==> src/rtl/johnson_monitor.sv <==
// Observer for a 4-bit Johnson counter: decodes its phase, tracks sequence
// against the counter's own enable, and reports wraps and code/sequence errors.
module johnson_monitor (
  input  logic       clk,
  input  logic       reset_n,
  input  logic       en,
  input  logic [3:0] count,
  input  logic       clr_err,
  output logic [2:0] phase,
  output logic [7:0] phase_onehot,
  output logic       phase_valid,
  output logic       locked,
  output logic       wrap_pulse,
  output logic [7:0] wrap_count,
  output logic       illegal_code,
  output logic       seq_error,
  output logic [7:0] err_count
);

  typedef enum logic [1:0] {
    ACQUIRE = 2'd0,
    TRACK   = 2'd1,
    FAULT   = 2'd2
  } state_t;

  state_t     state, state_nxt;
  logic [3:0] count_q;
  logic       en_q;
  logic       hist_valid;

  logic       legal;
  logic [2:0] dec_phase;
  logic [3:0] expected;
  logic       seq_mismatch;
  logic       wrap_evt;
  logic       ill_evt;
  logic       seq_evt;
  logic       err_evt;

  always_comb begin
    legal     = 1'b1;
    dec_phase = 3'd0;
    case (count)
      4'b0000: dec_phase = 3'd0;
      4'b0001: dec_phase = 3'd1;
      4'b0011: dec_phase = 3'd2;
      4'b0111: dec_phase = 3'd3;
      4'b1111: dec_phase = 3'd4;
      4'b1110: dec_phase = 3'd5;
      4'b1100: dec_phase = 3'd6;
      4'b1000: dec_phase = 3'd7;
      default: legal     = 1'b0;
    endcase
  end

  // The counter only advances when its enable was high on the previous edge.
  assign expected     = en_q ? {count_q[2:0], ~count_q[3]} : count_q;
  assign seq_mismatch = hist_valid && (count != expected);

  always_comb begin
    state_nxt = state;
    ill_evt   = 1'b0;
    seq_evt   = 1'b0;
    wrap_evt  = (state == TRACK) && (count_q == 4'b1000) && en_q && (count == 4'b0000);
    case (state)
      ACQUIRE: begin
        if (legal) state_nxt = TRACK;
        else       ill_evt   = 1'b1;
      end
      TRACK: begin
        if (!legal) begin
          state_nxt = FAULT;
          ill_evt   = 1'b1;
        end else if (seq_mismatch) begin
          state_nxt = FAULT;
          seq_evt   = 1'b1;
        end
      end
      FAULT: begin
        if (!legal) ill_evt = 1'b1;
      end
      default: state_nxt = ACQUIRE;
    endcase
    // Clear wins over anything detected on the same edge.
    if (clr_err) begin
      state_nxt = ACQUIRE;
      ill_evt   = 1'b0;
      seq_evt   = 1'b0;
      wrap_evt  = 1'b0;
    end
  end

  assign err_evt = ill_evt | seq_evt;

  always_ff @(posedge clk or negedge reset_n) begin
    if (!reset_n) begin
      state        <= ACQUIRE;
      count_q      <= '0;
      en_q         <= 1'b0;
      hist_valid   <= 1'b0;
      phase        <= '0;
      phase_onehot <= '0;
      phase_valid  <= 1'b0;
      locked       <= 1'b0;
      wrap_pulse   <= 1'b0;
      wrap_count   <= '0;
      illegal_code <= 1'b0;
      seq_error    <= 1'b0;
      err_count    <= '0;
    end else begin
      state       <= state_nxt;
      count_q     <= count;
      en_q        <= en;
      hist_valid  <= 1'b1;
      locked      <= (state_nxt == TRACK);
      phase_valid <= legal;
      if (legal) begin
        phase        <= dec_phase;
        phase_onehot <= 8'd1 << dec_phase;
      end else begin
        phase_onehot <= '0;
      end
      wrap_pulse <= wrap_evt;
      if (clr_err) begin
        wrap_count   <= '0;
        illegal_code <= 1'b0;
        seq_error    <= 1'b0;
        err_count    <= '0;
      end else begin
        if (wrap_evt) wrap_count <= wrap_count + 8'd1;
        if (ill_evt)  illegal_code <= 1'b1;
        if (seq_evt)  seq_error <= 1'b1;
        if (err_evt && (err_count != '1)) err_count <= err_count + 8'd1;
      end
    end
  end

endmodule
==> config.mk <==
export PLATFORM = sky130hd
export DESIGN_NAME = johnson_monitor
export DESIGN_NICKNAME = d
export VERILOG_FILES = /design/src/rtl/johnson_monitor.sv
export SDC_FILE = /design/constraint.sdc
export NUM_CORES = 1
export LEC_CHECK = 0
export BUFFER_PORTS_ARGS = -buffer_cell sky130_fd_sc_hd__buf_4
export CORE_ASPECT_RATIO = 1.5
export CORE_UTILIZATION = 58
export DETAILED_ROUTE_END_ITERATION = 10
export PLACE_DENSITY = 0.83
export SETUP_SLACK_MARGIN = 0.4
export SLEW_MARGIN = 5
export SYNTH_ARGS = -nofsm -noshare
export SYNTH_HDL_FRONTEND = slang
export SYNTH_SLANG_ARGS = --single-unit
==> constraint.sdc <==
create_clock -name clk -period 4.6 [get_ports clk]
set_input_delay 0.23 -clock clk [delete_from_list [all_inputs] [get_ports clk]]
set_output_delay 0.23 -clock clk [all_outputs]
set_load 0.02 [all_outputs]
---- Word level (Yosys, flattened, before mapping) ----
Index checks and enable logic that the tools add are counted.
word-level totals
  bits in registers ....................... 40
  input bits .............................. 8
cells by class
  bitwise logic cells ..................... 2
  eq/ne operators ......................... 13
  shifts and indexed selects .............. 1
  reduce and logical (&&, ||, !) cells .... 13
  $add $sub $neg .......................... 2
  mux-type cells .......................... 25
operators with widths
  cell                                                               count
  8-bit 2-to-1 mux                                                   5
  3-bit case mux with 7 select lines                                 1
  4-bit == test, second input constant                               5
  8-bit by 1-bit adder with 8-bit output, second input constant      2
  1-bit 2-to-1 mux                                                   13
  2-bit 2-to-1 mux                                                   4
  8-bit != test, second input constant                               1
  2-bit nonzero test                                                 4
  8-bit OR reduction                                                 1
  1-bit by 3-bit left shift with 8-bit output, first input constant  1
  2-bit case mux with 3 select lines                                 1
  1-bit logical AND                                                  5
  2-bit by 1-bit == test with 1-bit output, second input constant    2
  4-bit by 1-bit == test with 1-bit output, second input constant    1
  4-bit by 2-bit == test with 1-bit output, second input constant    1
  4-bit by 3-bit == test with 1-bit output, second input constant    1
  4-bit logical NOT                                                  1
  4-bit 2-to-1 mux                                                   1
  4-bit != test                                                      1
  3-bit OR reduction                                                 1
  2-bit == test, second input constant                               1
  2-bit logical NOT                                                  1
  1-bit inverter                                                     1
  1-bit OR                                                           1

---- Depth between registers and ports, before layout ----
Gate-level depths: netlist of the first run.
  depth in word-level cells ............... 12
  depth in mapped cells ................... 8
  depth with buffers taken out ............ 7

---- Least setup slack after synthesis of the first run ----
No wires, ideal clock.
  kind .................................... register to register
  start ................................... register err_count[0]
  end ..................................... register err_count[4]
  setup time .............................. 0.127 ns
  period minus slack after synthesis ...... 2.023 ns
  cell stages (with the launch flop) ...... 9
  data required time ...................... 4.473 ns
  setup slack ............................. 2.577 ns
  arrival ................................. 1.896 ns
  cell sequence ........................... dfrtp_1 -> ha_1 -> and3_1 -> a21boi_0 -> nand3_1 -> o21ai_2 -> buf_6 -> nand4_1 -> mux2_1
between the ends
  longest elaborated chain between the ends .. 3
ends and longest elaborated chain
  element                                                                  line  text
  from (decl)                                                              17    output logic [7:0] err_count
  from (signal assigned)                                                   133   if (err_evt && (err_count != '1)) err_count <= err_count + 8'd1;
  8-bit by 1-bit adder with 8-bit output or 8-bit != test (tied branches)  133
  8-bit 2-to-1 mux or 1-bit logical AND (tied branches)                    133
  8-bit 2-to-1 mux or 2-bit nonzero test (tied branches)                   -
Parallel ways exist; a longest one is shown, timed or not. The select of a mux whose other input is x is not followed.
A chain may end at the register's enable or synchronous reset.

---- Worst setup path in the final report of the first run ----
  start ................................... register err_count[0]
  end ..................................... register err_count[3]
The elaborated chain is that of the path after synthesis.

==> out/metrics.csv, run 1 <==
metric,value,unit
netlist_area,1920,sq um
antenna_found_initial,0,
swShare,0.267,
synth_edf_count,0,
finalCriticalPeriod,2320,ps
rows,25,
synth_common_cells,"dfrtp_1, nor2_1, nand2_1",
synth_nets,184,
firstDrtPassIters,4,
dpl.cell_count,242,
tightestPinTransition,556,ps
worstPathRequired,4780,ps
insertion_delay,290,ps
h-tree-depth,2,
setup_viol,0,
gp_congestion,0.785,
drtIter0Drc,36,
yosys_warnings,0,
drc_errors,0,
drtAntennaViolNets,0,
cp-startpoint,err_count[0]$_DFFE_PN0P_,
wl_per_cell,14.5,microns
internal_power,0.000518,W
synth_seq_area_share,0.521,
finalPower,0.000707,W
yosysUniqueCellTypes,48,
via_count,1414,
power.leakage,1.11,nW
power.net_switching,0.000189,W
grt_pass1_wl,6090,microns
path_max_fanout,11,
yosysMostFrequentCell,dfrtp_1,
r2r_start,err_count[0]$_DFFE_PN0P_,
p_per_area,310,nW/um^2
grt.total_usage,0.229,
synth-async-reset-ratio,1.00,
portBuffers,39,
clockBufferDepth,2,
cts_buffers,5,
seqPwrFrac,0.541,
tritoncts,done,
clock_skew,7.42,ps
nets,220,
start_kind,register,
dp_hpwl,2600,microns
initial_core_util,0.608,
io_pins,40,
multiInputGateArea,842,sq um
drv_cap,0,
gr-total-overflow,0,
path_clk_slew,70,ps
n_antenna_cell,0,
max_freq,0.431,GHz
viasPerCell,5.66,
fill_cells,243,
crit_type,reg2reg,
netlist_instances,174,
crit_path_end_kind,register,
drv_slew,0,
hold_viol,0,
yosysTopAreaCell,dfrtp_1,
yosys_most_used_dff,dfrtp_1,
grt_max_degree,41,
period_share,0.504,
drt_wl_total,3620,microns
instances_no_fill,250,
setup_tns,0,ps
area_delta_synth_final,19.0,%
die_h,72.5,microns
crit_arrival,2500,ps
reg2reg_setup_slack,2280,ps
drive_above_1_share,0.267,
worst_hold_startpoint,en,
vdd_drop_max,0.271,mV
coreArea,3160,sq um
pwr-share-comb,0.162,
synth.ff_latch_count,40,
cts-root-buf,clkbuf_8,
dieArea,3550,sq um
cts.sinks,40,
status,finished clean,
p_clk_frac,0.297,
slew_headroom,0.628,
yosys.area.top_type_share,0.521,
area.sequential,1000,sq um
avgSynthCellArea,11.0,sq um
die_w,49.0,microns
hold_path.class,in2reg,
synth_area_leaders,"dfrtp_1, nor2_1, xnor2_1",
rsz0062_at_grt,false,
grt_pass1_vias,1378,
## cells by family (layout without fill, tap and decap cells)
logic type | Yosys count | in the layout | synth area share
fa+ha+maj | 2 | 2 | 0.0130
buf+inv | 14 | 50 | 0.0404
xor+xnor | 14 | 14 | 0.0638
flops | 40 | 40 | 0.521
mux | 11 | 11 | 0.0704
compound gates | 26 | 26 | 0.103
simple gates | 66 | 66 | 0.186
other cells | 1 | 1 | 0.00195
## routing by layer
metal | GRT usage | vias up | part of all wire
li1 | - | 671 | -
met1 | 0.250 | 706 | 0.39
met2 | 0.423 | 31 | 0.57
met3 | 0.0503 | 6 | 0.029
met4 | 0.0980 | 0 | 0.017
met5 | 0 | - | 0
## through the flow
stage | utilization | area, sq um | hold slack [ps] | setup slack [ps]
after floorplan | - | 1920 | -65.6 | 2580
after global placement | 0.695 | 2200 | 225 | 2420
after detailed placement | 0.695 | 2200 | 229 | 2290
after CTS | 0.723 | 2280 | 49.5 | 2280
after global routing | 0.723 | 2280 | 43.4 | 2170
final | 0.723 | 2280 | 50.5 | 2280
## power groups by stage
stage	clock (W)	sequential [W]	combinational (W)
6_report	0.000210	0.000383	0.000114
5_1_grt	0.000232	0.000385	0.000125
4_1_cts	0.000215	0.000383	0.000116
3_5_place_dp	0	0.000389	0.000115
3_3_place_gp	0	0.000388	0.000111
2_1_floorplan	0	0.000402	0.0000617
## what timing repair did
| item | in CTS | in global routing |
|---|---|---|
| setup endpoints to repair | 0 | 0 |
| buffers inserted | 0 | 0 |
| gates resized for setup | 0 | 0 |
| hold buffers | 1 | 0 |
| hold endpoints to repair | 40 | 0 |
## registers in the layout, summed over array words and instances, names as in the netlist, 2 cells and up
| register | count |
|---|---|
| err_count | 8 |
| phase_onehot | 8 |
| phase | 3 |
| state | 2 |
| wrap_count | 8 |
| count_q | 4 |
## cell usage in the layout (no fill, tap or decap), types with 3 or more instances in the layout
cell / count
nand2_1: 9
nand4_1: 4
mux2i_1: 6
dfrtp_1: 40
a21oi_1: 8
xnor2_1: 7
nor2b_1: 3
buf_4: 39
clkbuf_8: 5
nand3_1: 4
nand2b_1: 4
nor3_1: 4
and3_1: 5
xor2_1: 7
nor2_1: 21
## final cells by class
class / count / area share
Multi-Input combinational cell: 120 / 0.369
Clock buffer: 6 / 0.0318
Clock inverter: 1 / 0.00219
Tap cell: 40 / 0.0219
Inverter: 3 / 0.00493
Timing Repair Buffer: 40 / 0.133
Sequential cell: 40 / 0.438
## critical path, stage by stage (launching register included)
cell,delay (ps)
dfrtp_1,420
ha_1,280
and3_1,160
a21boi_0,240
nand3_1,130
o21ai_2,410
and3_4,270
mux2_4,290
## worst paths after layout
path	end	cells after the start
min in group asynchronous	err_count[3]$_DFFE_PN0P_	2
worst max-delay path	err_count[3]$_DFFE_PN0P_	7
worst max register to register	err_count[3]$_DFFE_PN0P_	7
worst min-delay path	en_q$_DFF_PN0_	1
worst min register to register	illegal_code$_DFFE_PN0P_	2
max in group asynchronous	count_q[1]$_DFF_PN0_	2
No activity file was read; power rests on OpenSTA's default activity.
==> run 2: changes to the inputs <==
--- a/config.mk
+++ b/config.mk
@@ -5,11 +5,12 @@
 export SDC_FILE = /design/constraint.sdc
 export NUM_CORES = 1
 export LEC_CHECK = 0
+export ABC_AREA = 1
 export BUFFER_PORTS_ARGS = -buffer_cell sky130_fd_sc_hd__buf_4
 export CORE_ASPECT_RATIO = 1.5
-export CORE_UTILIZATION = 58
+export CORE_UTILIZATION = 54
 export DETAILED_ROUTE_END_ITERATION = 10
-export PLACE_DENSITY = 0.83
+export PLACE_DENSITY = 0.78
 export SETUP_SLACK_MARGIN = 0.4
 export SLEW_MARGIN = 5
 export SYNTH_ARGS = -nofsm -noshare
==> constraint.sdc (replaced) <==
create_clock -name clk -period 2.25 [get_ports clk]
set_input_delay 0.1125 -clock clk [delete_from_list [all_inputs] [get_ports clk]]
set_output_delay 0.1125 -clock clk [all_outputs]
set_load 0.02 [all_outputs]
==> out/metrics.csv, run 2 <==
metric,value,unit
path_clk_slew,70,ps
yosys_warnings,0,
crit_path_end_kind,register,
status,finished clean,
critical-path-max-stage-delay,540,ps
synth_area_leaders,"dfrtp_1, nand2_1, nand3_1",
crit_arrival,1900,ps
yosysTopAreaCell,dfrtp_1,
ff2ff_path_depth,7,
dpl_worst_slack,750,ps
endpoint,err_count[4]$_DFFE_PN0P_,
path_cells,dlygate4sd3_1 > buf_4 > inv_1 > nand2_1 > a21oi_2 > nor2_4 > nor2_4 > nand3_2 > nand2_4 > nand2_4 > nand2_1 > nand2_1,
gr-total-overflow,0,
netlist_area,1930,sq um
cts-root-buf,clkbuf_8,
layout_commonest_cell,nand2_1,
vdd_drop_max,0.519,mV
yosys_most_used_dff,dfrtp_1,
power.leakage,1.28,nW
via_count,1618,
reg_top3,"err_count x8, phase_onehot x8, wrap_count x8",
post_cts_resized,0,
path_max_fanout,9,
nets,289,
synth_edf_count,0,
insertion_delay,290,ps
clockBufferDepth,2,
period_share,0.765,
hold_viol,0,
grt_pass1_vias,1479,
finalPower,0.00150,W
cp_common_cell,nand2_1,
wl_per_cell,11.7,microns
r2r_start,err_count[0]$_DFFE_PN0P_,
drive_above_1_share,0.214,
h-tree-depth,2,
yosysMostFrequentCell,nand2_1,
portBuffers,39,
netlist_instances,230,
cp-startpoint,count[1],
reg2reg_setup_slack,720,ps
drv_cap,0,
hold_path.class,in2reg,
slowest_stage,dlygate4sd3_1,
initial_core_util,0.564,
firstDrtPassIters,4,
dieArea,3820,sq um
coreArea,3420,sq um
cts_buffers,5,
synth_seq_area_share,0.519,
drtAntennaViolNets,0,
io_pins,40,
die_h,75.2,microns
drc_errors,0,
area_delta_synth_final,24.6,%
rsz0062_at_grt,false,
yosysUniqueCellTypes,30,
synth_common_cells,"nand2_1, dfrtp_1, inv_1",
worst_slack,528,ps
postCtsHoldBufs,5,
crit_type,in2reg,
n_antenna_cell,0,
start_kind,input port,
cts_setup_buffers,0,
grt_max_degree,41,
synth-async-reset-ratio,1.00,
yosys.area.top_type_share,0.519,
antenna_found_initial,0,
synth.ff_latch_count,40,
grt.total_usage,0.226,
worstPathRequired,2430,ps
rows,26,
drt_wl_total,3780,microns
rr_endpoint,err_count[4]$_DFFE_PN0P_,
clock_skew,6.56,ps
setup_tns,0,ps
p_per_area,623,nW/um^2
tritoncts,done,
drtIter0Drc,49,
viasPerCell,5.02,
max_freq,0.581,GHz
gp_congestion,0.851,
setup_viol,0,
drv_slew,0,
finalCriticalPeriod,1720,ps
avgSynthCellArea,8.38,sq um
fill_cells,289,
cts.sinks,40,
final_cell_mix,"nand2_1, dfrtp_1, buf_4",
synth_nets,240,
die_w,50.8,microns
grt_pass1_wl,6260,microns
dp_hpwl,2790,microns
[run 2: worst min-delay path by stage]
stage / startpoint / end / cells past startpoint
after global routing: count[3] / count_q[3]$_DFF_PN0_ / 1
after floorplan: reset_n / count_q[0]$_DFF_PN0_ / 0
after CTS: count[3] / count_q[3]$_DFF_PN0_ / 1
after global placement: reset_n / phase_onehot[3]$_DFF_PN0_ / 1
after detailed placement: reset_n / phase_onehot[3]$_DFF_PN0_ / 1
final: count[3] / count_q[3]$_DFF_PN0_ / 1
[run 2: area by class of cell]
class / count / area, sq um / area share
clock buffer: 8 / 90.1 / 0.0375
inverter: 30 / 113 / 0.0469
multi-input combinational: 158 / 803 / 0.334
sequential: 40 / 1000 / 0.417
tap: 42 / 52.6 / 0.0219
timing repair buffer: 44 / 343 / 0.143
[run 2: kinds of logic after synthesis]
family | share of synthesized area
buf+inv | 0.0642
fa+ha+maj | 0.0130
other cells | 0.00194
simple gates | 0.318
xor+xnor | 0.0273
compound gates | 0.0565
flops | 0.519
[run 2: where the power goes]
group	switching (W)	leakage, nW	total, W	internal, W
Sequential	0.0000296	0.529	0.000783	0.000754
Clock	0.000234	0.0455	0.000484	0.000250
Combinational	0.000141	0.707	0.000229	0.0000881
[run 2: worst max-delay path, delay by kind of cell]
kind,cells,cell delay (ps)
buf+inv,3,840
simple gates,8,770
compound gates,1,190
[run 2: through the flow]
stage / std cells / utilization / cell area (sq um) / hold WS (ps)
5_1_grt: 322 / 0.703 / 2400 / 6.67
6_report: 322 / 0.703 / 2400 / 5.46
3_5_place_dp: 309 / 0.662 / 2260 / 111
3_3_place_gp: 309 / 0.662 / 2260 / 109
2_1_floorplan: 230 / - / 1930 / -183
4_1_cts: 322 / 0.703 / 2400 / 3.50
[run 2: routing by layer]
metal	global-route usage	up-vias	routed length, microns	share of wire
li1	-	829	-	-
met1	0.247	749	1590	0.42
met2	0.412	35	1970	0.52
met3	0.0606	5	143	0.038
met4	0.0926	0	76	0.020
met5	0	-	0	0
==> run 3: changes to the inputs <==
--- a/config.mk
+++ b/config.mk
@@ -5,12 +5,12 @@
 export SDC_FILE = /design/constraint.sdc
 export NUM_CORES = 1
 export LEC_CHECK = 0
-export ABC_AREA = 1
+export ABC_AREA = 0
 export BUFFER_PORTS_ARGS = -buffer_cell sky130_fd_sc_hd__buf_4
 export CORE_ASPECT_RATIO = 1.5
-export CORE_UTILIZATION = 54
+export CORE_UTILIZATION = 48
 export DETAILED_ROUTE_END_ITERATION = 10
-export PLACE_DENSITY = 0.78
+export PLACE_DENSITY = 0.73
 export SETUP_SLACK_MARGIN = 0.4
 export SLEW_MARGIN = 5
 export SYNTH_ARGS = -nofsm -noshare
==> constraint.sdc (replaced) <==
create_clock -name clk -period 1.4 [get_ports clk]
set_input_delay 0.07 -clock clk [delete_from_list [all_inputs] [get_ports clk]]
set_output_delay 0.07 -clock clk [all_outputs]
set_load 0.02 [all_outputs]
==> out/metrics.csv, run 3 (same netlist as run 1, synthesis figures left out) <==
metric,value,unit
status,"complete, but fails checks",
violations,setup timing,
wl_per_cell,15.4,microns
grt_max_degree,41,
n_antenna_cell,0,
rsz0062_at_grt,true,
insertion_delay,280,ps
drv_slew,0,
ff2ff_path_depth,6,
seqPwrFrac,0.483,
drive_above_1_share,0.471,
fill_cells,251,
wl_met2,2690,microns
io_pins,40,
crit_arrival,2170,ps
firstDrtPassIters,4,
cts-root-buf,clkbuf_8,
drtAntennaViolNets,0,
drc_errors,0,
tritoncts,done,
vdd_drop_max,0.764,mV
layout_commonest_cell,buf_4,
hold_path.class,in2reg,
setup_viol,20,
via_count,1608,
cts_buffers,5,
rows,27,
nets,264,
crit_path_end_kind,register,
dpl_worst_slack,-626,ps
path_max_fanout,6,
die_w,53.6,microns
max_freq,0.501,GHz
clock_skew,2.19,ps
coreArea,3750,sq um
start_kind,register,
period_share,1.43,
gp_congestion,0.841,
path_clk_slew,70,ps
die_h,79.5,microns
drtIter0Drc,25,
h-tree-depth,2,
dp_hpwl,3200,microns
drv_cap,0,
finalCriticalPeriod,2000,ps
reg_top3,"err_count x8, phase_onehot x8, wrap_count x8",
power.leakage,1.37,nW
dieArea,4260,sq um
final_cell_mix,"buf_4, dfrtp_1, nor2_1",
initial_core_util,0.512,
rr_endpoint,err_count[3]$_DFFE_PN0P_,
power.net_switching,0.000700,W
worst_slack,-597,ps
crit_type,reg2reg,
swShare,0.270,
final_area,2850,sq um
worst_hold_startpoint,count[1],
top_layer,met4,
antenna_found_initial,0,
met3WireLength,109,microns
hold_viol,0,
clockBufferDepth,2,
reg2reg_setup_slack,-600,ps
internal_power,0.00189,W
grt_pass1_vias,1696,
cts.sinks,40,
r2r_start,en_q$_DFF_PN0_,
viasPerCell,5.40,
worstPathRequired,1570,ps
pwr-share-comb,0.221,
place_area,2500,sq um
grt.total_usage,0.236,
hold_slack,104,ps
wl_met1,1700,microns
min_to,phase_onehot[0]$_DFF_PN0_,
area_delta_synth_final,48.4,%
grt_pass1_wl,7380,microns
p_clk_frac,0.296,
drt_wl_total,4580,microns
portBuffers,39,
gr-total-overflow,0,
hold_depth,3,
p_per_area,910,nW/um^2
-- run 3: critical path, stage by stage, from the launching register on --
cell       delay (ps)
dfrtp_2           450
or2_1             240
a21o_1            210
a2111oi_4         380
o21ai_4           120
and3_4            200
mux2_4            290
-- run 3: stage by stage --
step	total power (W)	instances	utilization	setup TNS, ps
4_1_cts	0.00258	296	0.742	-7480
2_1_floorplan	0.00152	174	-	-5230
3_3_place_gp	0.00173	281	0.666	-6270
5_1_grt	0.00272	298	0.760	-8980
6_report	0.00259	298	0.760	-7440
3_5_place_dp	0.00175	281	0.666	-7560
-- run 3: area by class of cell --
class,count,area [sq um],share of cell area
Clock buffer,8,90.1,0.0316
Multi-Input combinational cell,120,973,0.342
Timing Repair Buffer,84,716,0.251
Inverter,3,11.3,0.00395
Tap cell,43,53.8,0.0189
Sequential cell,40,1010,0.353
-- run 3: timing repair --
action                                  4_1_cts  5_1_grt
hold endpoints to repair                     43        0
gates resized for setup                      31        9
pin swaps                                     1        2
endpoints found under the setup margin       29       30
hold buffers                                  4        0
setup buffers                                 3        2
cloned                                        0        0
-- run 3: how the worst max path moves through the flow --
stage | start | depth (start not counted) | endpoint
finish | en_q$_DFF_PN0_ | 6 | err_count[3]$_DFFE_PN0P_
detailed placement | en_q$_DFF_PN0_ | 6 | err_count[3]$_DFFE_PN0P_
CTS | en_q$_DFF_PN0_ | 6 | err_count[3]$_DFFE_PN0P_
floorplan | en_q$_DFF_PN0_ | 8 | err_count[4]$_DFFE_PN0P_
global placement | en_q$_DFF_PN0_ | 6 | err_count[3]$_DFFE_PN0P_
global route | en_q$_DFF_PN0_ | 6 | err_count[3]$_DFFE_PN0P_
-- run 3: metal layers --
metal	up-vias	GRT usage
met5	-	0
li1	758	-
met3	11	0.0362
met4	0	0.0868
met1	802	0.242
met2	37	0.450
-- run 3: power groups by stage --
stage / clock network (W) / registers, W / logic [W]
2_1_floorplan: 0 / 0.00132 / 0.000203
3_3_place_gp: 0 / 0.00126 / 0.000465
3_5_place_dp: 0 / 0.00127 / 0.000484
4_1_cts: 0.000785 / 0.00125 / 0.000543
5_1_grt: 0.000837 / 0.00126 / 0.000620
6_report: 0.000767 / 0.00125 / 0.000574
